$ cat config.mk
export PLATFORM = sky130hd
export DESIGN_NAME = ser_frame_rx
export DESIGN_NICKNAME = d
export VERILOG_FILES = /design/src/rtl/ser_frame_rx.sv
export SDC_FILE = /design/constraint.sdc
export NUM_CORES = 1
export LEC_CHECK = 0
export CAP_MARGIN = 10
export CORE_MARGIN = 1
export CORE_UTILIZATION = 25
export CTS_BUF_LIST = sky130_fd_sc_hd__clkbuf_8
export DETAILED_ROUTE_END_ITERATION = 6
export HOLD_SLACK_MARGIN = 0.12
export SLEW_MARGIN = 20
export SYNTH_ARGS = -nofsm -noshare
export SYNTH_HDL_FRONTEND = slang
export SYNTH_SLANG_ARGS = --single-unit
$ cat constraint.sdc
create_clock -name clk -period 2.5 [get_ports clk]
set_clock_uncertainty 0.2 [all_clocks]
set_input_delay 0.75 -clock clk [delete_from_list [all_inputs] [get_ports clk]]
set_output_delay 0.75 -clock clk [all_outputs]
set_load 0.05 [all_outputs]
$ cat src/rtl/ser_frame_rx.sv
// rtl/ser_frame_rx.sv - serial frame receiver (start, DATA_W bits LSB first, optional parity, stop)
// All state advances on the falling edge of clk to line up with the capture stage feeding sdi.
module ser_frame_rx #(
   parameter int DATA_W     = 8,
   parameter bit PARITY_EN  = 1'b1,
   parameter bit PARITY_ODD = 1'b0
) (
   input  logic              clk,
   input  logic              rst,
   input  logic              bit_en,
   input  logic              sdi,
   output logic [DATA_W-1:0] data_out,
   output logic              data_valid,
   output logic              parity_err,
   output logic              frame_err,
   output logic              busy
);

   localparam int CW = $clog2(DATA_W);

   typedef enum logic [2:0] {
      S_IDLE,
      S_DATA,
      S_PARITY,
      S_STOP,
      S_BREAK
   } state_t;

   state_t            state, state_nxt;
   logic [DATA_W-1:0] shreg, shreg_nxt, dout_nxt;
   logic [CW-1:0]     cnt, cnt_nxt;
   logic              par_bit, par_nxt;
   logic              dv_nxt, pe_nxt, fe_nxt;
   logic              par_ok;

   assign par_ok = !PARITY_EN || ((^shreg ^ par_bit) == PARITY_ODD);
   assign busy   = (state != S_IDLE);

   always_comb begin
      state_nxt = state;
      shreg_nxt = shreg;
      cnt_nxt   = cnt;
      par_nxt   = par_bit;
      dout_nxt  = data_out;
      dv_nxt    = 1'b0;
      pe_nxt    = 1'b0;
      fe_nxt    = 1'b0;
      if (bit_en) begin
         case (state)
            S_IDLE: begin
               if (!sdi) begin
                  state_nxt = S_DATA;
                  cnt_nxt   = '0;
               end
            end
            S_DATA: begin
               shreg_nxt[cnt] = sdi;
               // Counter holds on the last bit so it never wraps inside a frame.
               if (cnt == CW'(DATA_W - 1)) state_nxt = PARITY_EN ? S_PARITY : S_STOP;
               else                         cnt_nxt   = cnt + 1'b1;
            end
            S_PARITY: begin
               par_nxt   = sdi;
               state_nxt = S_STOP;
            end
            S_STOP: begin
               if (sdi) begin
                  dout_nxt  = shreg;
                  dv_nxt    = par_ok;
                  pe_nxt    = !par_ok;
                  state_nxt = S_IDLE;
               end else begin
                  fe_nxt    = 1'b1;
                  state_nxt = S_BREAK;
               end
            end
            S_BREAK: begin
               // A held-low line is a break, not a start bit.
               if (sdi) state_nxt = S_IDLE;
            end
            default: state_nxt = S_IDLE;
         endcase
      end
   end

   always_ff @(negedge clk or negedge rst) begin
      if (!rst) begin
         state      <= S_IDLE;
         shreg      <= '0;
         cnt        <= '0;
         par_bit    <= 1'b0;
         data_out   <= '0;
         data_valid <= 1'b0;
         parity_err <= 1'b0;
         frame_err  <= 1'b0;
      end else begin
         state      <= state_nxt;
         shreg      <= shreg_nxt;
         cnt        <= cnt_nxt;
         par_bit    <= par_nxt;
         data_out   <= dout_nxt;
         data_valid <= dv_nxt;
         parity_err <= pe_nxt;
         frame_err  <= fe_nxt;
      end
   end

endmodule

### After elaboration in Yosys (flattened, before gate mapping)

Cells that the tools add are included.

* add/subtract/negate cells: 1
* magnitude comparators: 2
* reduce and logical (&&, ||, !) cells: 10
* bitwise operators: 2
* multiplexer cells: 20
* equality and inequality tests: 9

Operators with widths (number)
* $mux W3: 6
* $pmux W3 S5: 1
* $mux W1: 10
* $bwmux W8: 1
* $ne A2 B2 Y1 const B: 4
* $reduce_and A4 Y1: 2
* $reduce_xor A8 Y1: 1
* $eq A3 B2 Y1 const B: 2
* $eq A3 B3 Y1 const B: 2
* $pmux W3 S2: 1
* $lt A3 B4 Y1 const B: 1
* $reduce_and A2 Y1: 2
* $add A3 B1 Y3 const B: 1
* $demux W1 S3: 1
* $eq A3 B1 Y1 const B: 1
* $ge A3 B1 Y1 const B: 1
* $logic_not A3 Y1: 1
* $reduce_and A3 Y1: 1
* $reduce_bool A3 Y1: 1
* $reduce_bool A2 Y1: 1
* $logic_and A1 B1 Y1: 1
* $not A1 Y1: 1
* $xor A1 B1 Y1: 1

* word-level logic and storage cells: 52
* bits in registers: 26
* input port bits: 4
* output and inout bits: 12

### Longest topological paths before layout

* depth in word-level cells: 6
* depth in mapped cells: 5
* gate-level depth less buffers: 5

==> results.txt <==
After clock tree synthesis, the clock-pin slew on the worst setup and hold paths is 0.06 ns. The run gives 2.42 ns as the arrival time at the worst endpoint. 0 antenna diodes ended up in the layout. The combinational share of power was 58.0%; the number of port buffers was 15. The worst pin sits at a relative slew slack of 74.9%. Per report_power, the sequential group accounts for 31.4% of the total. The tools report the pin count of the biggest net entering global routing as 27. The number of nets handed over by synthesis was 106. The number of warnings issued by yosys is 0, and the row count is 25.

The unique cell type count in the Yosys netlist is 38. Across the run, the number of max-cap violations was 0. The run gives 0.895 mW as the net switching power.

The deepest level of the CTS H-tree is 1. The peak supply drop is 401 uV, and the starting density of the core is 26.5%. During I/O placement, the number of pins put on the boundary was 16. The synthesized netlist occupies a cell area of 1280 um^2.

From left edge to right edge, the die measures 73.5 um. Among all flip-flop cells after synthesis, the most frequent one is dfrtn_1. The synthesized design spends more area on one cell type than any other, namely dfrtn_1. The total number of clock tree sinks came out at 26. The flow ran to the end, but the final reports show violations. Of the total power, the clock network draws 10.6%.

Across every metal layer, demand over resource in global routing totals 10.5%. The internal portion of the total power is 1.56 mW. In this run the worst path has a maximum fanout of 2. The synthesized design contains 0 enable-type register cells. The leftover overflow at the end of global routing was 0; the core footprint was 4820 um^2.

Data on the critical path is required at its endpoint by 1.55 ns. The routed layout has 915 vias. Buffers inserted during clock tree synthesis total 3. The synthesized instance count came out at 100. The mean area per synthesized cell came out at 12.8 um^2. Using the TritonRoute via totals, the vias-per-cell ratio works out to 4.42. The worst setup path is captured at a primary output.

Yosys attributes the largest share of cell area to dfrtn_1, mux2_2, mux2_1, mux2i_1, xnor3_1. The first TritonRoute pass finished after 4 iterations. The tools report the startpoint type of the worst setup path as a flop.

The final number of setup-violating endpoints came out at 38. The number of antenna violations at the first check in global routing is 0. Ratio of total power to cell area: 1190 nW/um^2. Final hold analysis gives a worst-case slack of 0.294 ns. The count of nets left with antenna violations once routing finished came out at 0. The routed length per instance came out at 13.0 um. The number of register bits inferred by synthesis came out at 26. The analysis attributes to cell leakage a power of 0.965 nW. TritonCTS built the clock tree. The floorplan step defined a die boundary enclosing 5410 um^2. The type of the setup path with the least slack is reg -> out. The number of global-route vias before repair is 949.

The tightest min-delay check is of the reg -> reg type. The transition at the pin with the smallest max-transition slack is 0.376 ns, and the sequential area share after synthesis is 50.9%. The later pin in the worst-skew pair is clocked with a latency of 0.27 ns. The logs give -0.871 ns for the worst setup margin and 0 for the DRC violation count after routing.

The clock passes through at most 2 buffers. The die is 73.5 um tall. The first global-routing pass estimated 4400 um of wire. The detailed router finished its first iteration with 46 violations. After the last flow step, the layout net total stands at 147.

The fraction of synthesis flops using an asynchronous set or reset pin was 100%; the switching fraction of total power was 36.4%. Area share of the largest cell type after synthesis: 50.9%. The checks that failed: negative setup slack.

Setup repair after global routing could not meet its margin everywhere. The root cell of the clock tree is clkbuf_8. Of the cells placed in the final design, the portion with a size suffix greater than 1 is 57.1%.

The final layout contains routed wiring with a total length of 2700 um. The run gives 0 as the final hold violation count. The tools report the power after layout as 2.46 mW. The layout-stage area growth over the synthesis result is 61.3%, and the number of max-slew violations in the final report is 0.

At the end of routability-driven placement, the weighted congestion stood at 0.788. The estimated wirelength of the detail-placed design came out at 1740 um.
-- cells by family (layout without fill, tap and decap cells) --
family	after synthesis	in the layout	synth area share (%)
xor+xnor	5	5	5.58
fa+ha+maj	2	2	1.96
simple gates	27	27	13.9
mux	23	23	20.1
flops	26	26	50.9
compound gates	6	6	2.93
buf+inv	11	51	4.70
-- flip-flops by register name, summed over array words and instances, names as in the netlist --
signal      cells
cnt             3
data_out        8
data_valid      1
frame_err       1
par_bit         1
parity_err      1
shreg           8
state           3
-- power groups by stage --
stage	clock network [mW]	logic (mW)	registers, mW
detailed placement	0	1.26	0.772
CTS	0.271	1.36	0.767
floorplan	0	0.699	0.868
global placement	0	1.23	0.760
finish	0.262	1.43	0.772
global route	0.288	1.51	0.796
-- final timing paths --
path	slack [ns]	to	startpoint	cells after the start
setup / recovery	-0.87	busy	state[1]$_DFFE_NN0P_	2
setup reg to reg	0.48	cnt[0]$_DFFE_NN0P_	cnt[0]$_DFFE_NN0P_	5
hold / removal	0.29	data_out[3]$_DFFE_NN0P_	shreg[3]$_DFFE_NN0P_	1
hold reg to reg	0.29	data_out[3]$_DFFE_NN0P_	shreg[3]$_DFFE_NN0P_	1
min in group asynchronous	1.77	data_valid$_DFF_NN0_	rst	2
max in group asynchronous	0.15	shreg[1]$_DFFE_NN0P_	rst	2
-- stage by stage --
step	utilization, %	cells	setup TNS (ns)	cell area (um^2)	setup WS [ns]
2_1_floorplan	-	100	-19.04	1360	-0.777
6_report	42.8	207	-16.34	2060	-0.871
3_5_place_dp	37.1	193	-37.75	1790	-1.35
3_3_place_gp	37.1	193	-36.93	1790	-1.31
4_1_cts	40.9	204	-15.93	1970	-0.874
5_1_grt	42.8	207	-17.31	2060	-0.902
-- per-layer routing --
metal  share of wire [%]  global-route usage (%)
met4                0.89                    4.49
met2                  51                    17.6
met5                   0                       0
met3                 2.0                    1.23
met1                  46                    13.7
-- Yosys cell counts, drive strengths merged (3+ instances only) --
library cell and instances:
inv 4, buf 5, mux2i 5, mux2 18
dfrtn 26, nand4 3, nand2 4
-- worst max-delay path, cell delays in order, from the launching register on --
cell and delay [ns]:
dfrtn_1 0.35, or3_4 0.39, buf_8 0.16
-- final cells by class --
| cell class | count | area [um^2] |
|---|---|---|
| tap | 67 | 83.8 |
| timing repair buffer | 43 | 528 |
| clock buffer | 4 | 55.1 |
| sequential | 26 | 651 |
| multi-input combinational | 63 | 729 |
| inverter | 4 | 15.0 |
| fill | 459 | 2760 |
-- placed cells by master (no fill, tap or decap), drive strengths merged --
master / count
a21oi: 1
a22o: 1
a31oi: 1
and3: 1
and4: 1
and4b: 1
and4bb: 1
buf: 42
clkbuf: 4
clkdlybuf4s50: 1
dfrtn: 26
ha: 2
inv: 4
mux2: 18
mux2i: 5
nand2: 4
nand2b: 1
nand3: 2
nand3b: 1
nand4: 3
nand4b: 1
nand4bb: 1
nor2: 2
nor2b: 2
nor3: 1
nor3b: 2
nor4: 1
o21ai: 1
o22ai: 2
or3: 1
or4: 1
xnor2: 2
xnor3: 2
xor2: 1
-- what timing repair did --
item,4_1_cts,5_1_grt
buffers inserted,7,6
pin swaps,7,6
gates resized for setup,29,15
hold buffers,0,0
setup endpoints to repair,38,38
(Power assumes the default switching activity.)
